File: src/rtl/c1541_sd_pkg.sv
// Shared types and widths for the C1541 SD-channel arbiter.
package c1541_sd_pkg;

   localparam int unsigned SD_LBA_W  = 32;
   localparam int unsigned SD_BUF_AW = 9;
   localparam int unsigned OWNER_W   = 2;

   typedef enum logic [1:0] {IDLE, REQ, XFER} arb_state_t;

endpackage

File: src/rtl/c1541_rr_pick.sv
// Combinational round-robin picker: first pending index after 'last', wrapping.
module c1541_rr_pick
   import c1541_sd_pkg::*;
#(
   parameter int unsigned NUM_REQ = 2
) (
   input  logic [NUM_REQ-1:0] pend_i,
   input  logic [OWNER_W-1:0] last_i,
   output logic               valid_o,
   output logic [OWNER_W-1:0] idx_o
);

   logic [3:0]         pend4;
   logic [OWNER_W-1:0] cand;

   always_comb begin : pick
      valid_o = 1'b0;
      idx_o   = '0;
      cand    = '0;
      pend4   = 4'(pend_i);
      for (int unsigned k = 1; k <= NUM_REQ; k++) begin
         cand = OWNER_W'((32'(last_i) + k) % NUM_REQ);
         if (!valid_o && pend4[cand]) begin
            valid_o = 1'b1;
            idx_o   = cand;
         end
      end
   end

endmodule

File: src/rtl/c1541_sd_arbiter.sv
// Round-robin arbiter sharing one SD block channel between NUM_REQ track loaders.
// Optional watchdog enabled by defining C1541_SD_ARB_TIMEOUT_EN.
module c1541_sd_arbiter
   import c1541_sd_pkg::*;
#(
   parameter int unsigned NUM_REQ   = 2,
   parameter int unsigned TIMEOUT_W = 24
) (
   input  logic                      clk,
   input  logic                      reset_n,
   input  logic [NUM_REQ*32-1:0]     req_lba,
   input  logic [NUM_REQ-1:0]        req_rd,
   input  logic [NUM_REQ-1:0]        req_wr,
   output logic [NUM_REQ-1:0]        req_ack,
   output logic [NUM_REQ-1:0]        req_buff_wr,
   input  logic [NUM_REQ*8-1:0]      req_buff_din,
   output logic [SD_LBA_W-1:0]       sd_lba,
   output logic                      sd_rd,
   output logic                      sd_wr,
   input  logic                      sd_ack,
   input  logic                      sd_buff_wr,
   output logic [7:0]                sd_buff_din,
   output logic [OWNER_W-1:0]        owner,
   output logic                      busy,
   output logic                      timeout
);

   if (NUM_REQ < 2 || NUM_REQ > 4 || TIMEOUT_W < 2) begin : g_bad_param
      $error("c1541_sd_arbiter: unsupported NUM_REQ/TIMEOUT_W");
   end

   arb_state_t            state_q, state_d;
   logic [OWNER_W-1:0]    owner_q, owner_d;
   logic [OWNER_W-1:0]    last_q, last_d;
   logic [SD_LBA_W-1:0]   lba_q, lba_d;
   logic                  rd_q, rd_d;
   logic                  wr_q, wr_d;
   logic                  busy_q, busy_d;
   logic                  old_ack_q, old_ack_d;

   logic [NUM_REQ-1:0]    pend;
   logic                  pick_valid;
   logic [OWNER_W-1:0]    pick_idx;
   logic [SD_LBA_W-1:0]   lba_sel;
   logic                  wr_sel;

   assign pend = req_rd | req_wr;

   c1541_rr_pick #(.NUM_REQ(NUM_REQ)) u_pick (
      .pend_i  (pend),
      .last_i  (last_q),
      .valid_o (pick_valid),
      .idx_o   (pick_idx)
   );

   // Candidate address and direction of the requester the picker selected.
   always_comb begin : req_sel
      lba_sel = '0;
      wr_sel  = 1'b0;
      for (int unsigned i = 0; i < NUM_REQ; i++) begin
         if (pick_idx == OWNER_W'(i)) begin
            lba_sel = req_lba[SD_LBA_W*i +: SD_LBA_W];
            wr_sel  = req_wr[i];
         end
      end
   end

`ifdef C1541_SD_ARB_TIMEOUT_EN
   logic [TIMEOUT_W-1:0]  cnt_q, cnt_d;
   logic                  timeout_q, timeout_d;
   assign timeout = timeout_q;
`else
   assign timeout = 1'b0;
`endif

   always_ff @(posedge clk or negedge reset_n) begin : state_reg
      if (!reset_n) begin
         state_q   <= IDLE;
         owner_q   <= '0;
         last_q    <= OWNER_W'(NUM_REQ - 1);
         lba_q     <= '0;
         rd_q      <= 1'b0;
         wr_q      <= 1'b0;
         busy_q    <= 1'b0;
         old_ack_q <= 1'b0;
`ifdef C1541_SD_ARB_TIMEOUT_EN
         cnt_q     <= '0;
         timeout_q <= 1'b0;
`endif
      end else begin
         state_q   <= state_d;
         owner_q   <= owner_d;
         last_q    <= last_d;
         lba_q     <= lba_d;
         rd_q      <= rd_d;
         wr_q      <= wr_d;
         busy_q    <= busy_d;
         old_ack_q <= old_ack_d;
`ifdef C1541_SD_ARB_TIMEOUT_EN
         cnt_q     <= cnt_d;
         timeout_q <= timeout_d;
`endif
      end
   end

   always_comb begin : next_state
      state_d   = state_q;
      owner_d   = owner_q;
      last_d    = last_q;
      lba_d     = lba_q;
      rd_d      = rd_q;
      wr_d      = wr_q;
      busy_d    = busy_q;
      old_ack_d = sd_ack;
      case (state_q)
         IDLE: begin
            if (pick_valid) begin
               owner_d = pick_idx;
               lba_d   = lba_sel;
               wr_d    = wr_sel;
               rd_d    = !wr_sel;
               busy_d  = 1'b1;
               state_d = REQ;
            end
         end
         REQ: begin
            if (sd_ack) begin
               rd_d    = 1'b0;
               wr_d    = 1'b0;
               state_d = XFER;
            end
         end
         XFER: begin
            if (old_ack_q && !sd_ack) begin
               busy_d  = 1'b0;
               last_d  = owner_q;
               state_d = IDLE;
            end
         end
         default: state_d = IDLE;
      endcase
`ifdef C1541_SD_ARB_TIMEOUT_EN
      timeout_d = 1'b0;
      if (state_q == IDLE || state_d != state_q || sd_ack != old_ack_q) begin
         cnt_d = '0;
      end else begin
         cnt_d = cnt_q + TIMEOUT_W'(1);
      end
      // Watchdog overrides any normal transition and abandons the transfer.
      if (state_q != IDLE && cnt_q == '1) begin
         rd_d      = 1'b0;
         wr_d      = 1'b0;
         busy_d    = 1'b0;
         last_d    = owner_q;
         state_d   = IDLE;
         cnt_d     = '0;
         timeout_d = 1'b1;
      end
`endif
   end

   // Only the current owner sees ack, buffer strobes and drives read-back data.
   always_comb begin : route
      req_ack     = '0;
      req_buff_wr = '0;
      sd_buff_din = '0;
      if (busy_q) begin
         for (int unsigned i = 0; i < NUM_REQ; i++) begin
            if (owner_q == OWNER_W'(i)) begin
               req_ack[i]     = sd_ack;
               req_buff_wr[i] = sd_buff_wr;
               sd_buff_din    = req_buff_din[8*i +: 8];
            end
         end
      end
   end

   assign sd_lba = lba_q;
   assign sd_rd  = rd_q;
   assign sd_wr  = wr_q;
   assign owner  = owner_q;
   assign busy   = busy_q;

endmodule

File: config.mk
export PLATFORM = sky130hd
export DESIGN_NAME = c1541_sd_arbiter
export DESIGN_NICKNAME = d
export VERILOG_FILES = /design/src/rtl/c1541_sd_pkg.sv /design/src/rtl/c1541_rr_pick.sv /design/src/rtl/c1541_sd_arbiter.sv
export SDC_FILE = /design/constraint.sdc
export NUM_CORES = 1
export LEC_CHECK = 0
export ABC_AREA = 1
export BUFFER_PORTS_ARGS = -buffer_cell sky130_fd_sc_hd__buf_4
export CAP_MARGIN = 30
export CORE_MARGIN = 3
export CORE_UTILIZATION = 45
export DETAILED_ROUTE_END_ITERATION = 6
export PLACE_DENSITY = 0.92
export SYNTH_ARGS = -nofsm -noshare
export SYNTH_HDL_FRONTEND = slang
export SYNTH_HIERARCHICAL = 1
export SYNTH_SLANG_ARGS = --single-unit
export TNS_END_PERCENT = 10
File: constraint.sdc
create_clock -name clk -period 1.48 [get_ports clk]
set_input_delay 0.074 -clock clk [delete_from_list [all_inputs] [get_ports clk]]
set_output_delay 0.074 -clock clk [all_outputs]
set_load 0.03 [all_outputs]
# Word level (Yosys, flattened, before mapping)
# Index checks and enable logic that the tools add are counted.
# classes
n_addsub	2
order_cmp	2
n_eq_ne	7
muxes	33
bitwise	1
n_reduce_logical	15
# op_table
operator	count
2-to-1 mux 32 bit	2
2-to-1 mux 8 bit	3
2-to-1 mux 1 bit	19
2-to-1 mux 2 bit	5
AND reduction 3 bit	3
logical NOT 2 bit	3
< comparator 1 x 3 -> 1 bit, second input constant	2
inequality test 2 bit, second input constant	3
case mux 1 bit (2 select lines)	3
case mux 2 bit (3 select lines)	1
AND reduction 2 bit	2
nonzero test 2 bit	2
logical NOT 1 bit	3
adder 1 bit, second input constant	2
== test 1 bit, second input constant	2
== test 2 x 1 -> 1 bit, second input constant	1
== test 2 bit, second input constant	1
logical AND 1 bit	2
OR 2 bit	1
# word_totals
reg_bits	40
input_bits	88
output_inout_bits	50
word_cells	68

# Depth between registers and ports, before layout
# depth
depth_word	13
ltp_mapped	10
ltp_nobuf	8

# Modules after synthesis
# Netlist, hierarchy kept.
# by_module_without_submodules
module	n_inst	cells_each	area_each_um2	seq_area_each_um2
c1541_sd_arbiter	1	329	2492.4	1052.3
c1541_rr_pick	1	5	26.3	0.0

# Least setup slack after synthesis
# Ideal clock, no wire load.
# synth_timing
path_type	reg-to-output
start	reg owner_q[0], in the netlist owner[0]
end	out req_ack[1]
arrival_ps	1605
required_time_ps	1406
slack_ps	-199
stages_incl_launch_ff	5
path_buffers	0
cell_sequence	dfrtp_1 -> inv_1 -> nor2_2 -> inv_1 -> nor3_1
# synth_via
elab_chain_cells	3
# synth_lines
element	line	source
from (decl)	c1541_sd_arbiter.sv:33	logic [OWNER_W-1:0] owner_q, owner_d;
from (signal assigned)	c1541_sd_arbiter.sv:92	owner_q <= owner_d;
== test 1 bit	c1541_sd_arbiter.sv:169	if (owner_q == OWNER_W'(i)) begin
2-to-1 mux 1 bit	c1541_sd_arbiter.sv:169	
2-to-1 mux 2 bit	c1541_sd_arbiter.sv:167	if (busy_q) begin
to (decl)	c1541_sd_arbiter.sv:14	output logic [NUM_REQ-1:0] req_ack,
# Every way passes these cells.

# Worst setup path after layout
# layout_timing
start	reg owner_q[0], in the netlist owner[0]
end	out sd_buff_din[1]
# layout_via
elab_chain_cells	4
elab_cells_between_ends	5
classes_between	1 x eq/ne; 3 x mux; 1 x reduce/logical
# layout_lines
element	line	source
logical NOT 2 bit	c1541_sd_arbiter.sv:169	
2-to-1 mux 8 bit	c1541_sd_arbiter.sv:169	
2-to-1 mux 8 bit *	c1541_sd_arbiter.sv:169	
2-to-1 mux 8 bit *	c1541_sd_arbiter.sv:167	
to (decl)	c1541_sd_arbiter.sv:22	output logic [7:0] sd_buff_din,
# Every way passes the cells marked *; elsewhere a longest branch is shown, timed or not.

==> metrics <==
Slew HR 65.9%; cells along the critical path buf_4 -> nor2_4 -> nand2_1 -> a21oi_1 -> buf_4; Final Worst Setup Slack -0.106 ns; Slew @ Worst Pin 0.511 ns; number of I/O pins 138; crit path max fanout 4; placed cells 524; status finished with violations; Worst R2R Start last_q[0]; Peak VDD IR 0.947 mV; Synth Cell Area 0.00248 sq mm; final hold viol count 0; final wirelength 7410 um; first-pass GRT wire length 11100 um; pwr/cell area 2010 mW/mm^2; type of origin of the critical path flop; R2R setup slack 0.20 ns; vias in the first global route 2373; Comb pwr share 63.6%; NetSw 3.79 mW; total CTS buffers 5; clk_lat worst skew 0.29 ns; Diodes inserted 0; Reg2Reg Depth 7; CTS tree yes; Arr. time, crit path 1.51 ns; met3 Use GR 5.72%; H-tree depth 2; GRT Util Overall 21.7%; internal power 3.74 mW; met1 usage 24.3%; worst setup path category reg -> out; area of the multi-input gates 0.00131 sq mm; Register Area 0.00103 sq mm; Hold Path Class in -> reg; Initial Util 47.6%; Syn. warnings 6; clock network power share 9.2%; Sw Share 50.4%; Routed Antenna Nets 0; global route hottest layer met2; die span in y 80.2 um; Required @ worst endpoint 1.41 ns; routability cong. 0.768; Worst-path clk slew 0.08 ns; violated checks negative setup slack; Fillers 385; 1st-iter DRT viols 69; Worst Hold Launch req_lba[9]; DP HPWL 5290 um; Core ar. 0.00520 sq mm; Tmin final 1.59 ns; Crit path largest cell delay 0.44 ns; Crit Reg-Reg Endpoint sd_lba[7]; Max-cap violations 0; Rows 26; Pwr Total 7.53 mW; Pre-antenna DRT Iters 5; fmax 630 MHz; Mapped Avg Cell Area 7.51 sq um; max-slew violations 0; Root Buffer clkbuf_8; clk buf depth 2; RSZ-0062 raised after global routing true; drc violations 0; synthesis-to-layout area growth 50.8%; Overflow after GRT 0; Setup WS pre-CTS 0.0348 ns; initial antenna violation count 0; Post-Syn Nets 418; CP Capture Type output pin; Clock Sinks 41; WL/cell 13.8 um; Final Skew 0.00681 ns; WHS Path Cells 5; met2 layer usage reported by global route 41.1%; WHS Endpoint sd_lba[9]; die span in x 80.2 um; Final Util 71.8%; hold_ws 0.0670 ns; Via Count 2624; Sequential Power Share 27.3%; largest net degree at the start of global routing 42; Buffers on Ports 136; final-stage net count 555; Layout Cells excl Fill 538; setup violators final 4; Die ar. 0.00644 sq mm; cell mode on critical path buf_4; Lkg Pwr 2.10 nW; share of cells above drive strength 1 44.4%; ratio of final minimum period to clock period 107%; slowest CP cell dfrtp_2; Post-Synthesis Cells 330; Vias/cell 4.88
==> worst max-delay path by stage <==
stage / cells after the start / from / to
after CTS: 5 / owner[0] / sd_buff_din[6]
after floorplan: 4 / owner[0] / req_ack[1]
final: 5 / owner[0] / sd_buff_din[1]
after detailed placement: 7 / req_wr[0] / sd_lba[7]
after global placement: 7 / req_wr[0] / owner[0]
after global routing: 5 / owner[0] / sd_buff_din[1]
==> stage by stage <==
step / instance area (sq um) / TNS, ns
after floorplan: 2480 / -0.839
after global placement: 3530 / 0
after detailed placement: 3530 / 0
after CTS: 3680 / -0.0393
after global routing: 3740 / -0.507
final: 3740 / -0.161
==> final cells by class <==
type                       count  area share (%)
clock buffer                   6            1.94
clock inverter                 2           0.268
tap                           70            2.34
multi-input combinational    261            35.1
sequential                    41            27.5
timing repair buffer         147            31.5
inverter                      11            1.31
==> critical path, delay by kind of cell (launching register included) <==
family	cells	cell delay, ns
AO/OA/AOI/OAI	1	0.21
flip-flops	1	0.44
buffers and inverters	2	0.37
AND/OR/NAND/NOR	2	0.21
==> cells in the final DEF, fill, tap and decap left out, types with 2 or more instances in the layout <==
cell type / instances
nand2_1: 190
buf_4: 136
dfrtp_1: 38
nand3_2: 29
inv_1: 9
nand3_1: 8
a21oi_2: 5
clkbuf_8: 5
buf_6: 5
nor2_4: 4
nand2_2: 4
buf_12: 4
nor3_2: 3
a21oi_1: 3
or2_2: 2
o21ai_0: 2
conb_1: 2
clkinv_2: 2
dlygate4sd3_1: 2
dfrtp_2: 2
==> layer usage <==
metal / wire (um) / vias up
li1: - / 1293
met1: 2860 / 1223
met2: 3930 / 101
met3: 563 / 7
met4: 57 / 0
met5: 0 / -
==> state kept, by name, indices dropped and copies added, names as in the netlist <==
| name | cells |
|---|---|
| sd_lba | 32 |
| sd_rd | 1 |
| state_q | 2 |
| busy | 1 |
| old_ack_q | 1 |
| sd_wr | 1 |
| last_q | 1 |
| owner | 2 |
==> power by group through the flow <==
stage	clock network, mW	registers, mW	logic [mW]
after floorplan	0	2.96	1.92
final	0.690	2.05	4.78
after global placement	0	2.01	4.40
after global routing	0.757	2.12	5.08
after detailed placement	0	2.02	4.52
after CTS	0.702	2.04	4.64
==> repair_timing <==
action,in CTS,in global routing
buffers inserted,2,0
hold buffers,2,0
resized for setup,5,14
cloned,2,0
endpoints found under the hold margin,41,0
endpoints found under the setup margin,12,12
pin swaps,2,5
Note: power is estimated with default switching activity, not from simulation.
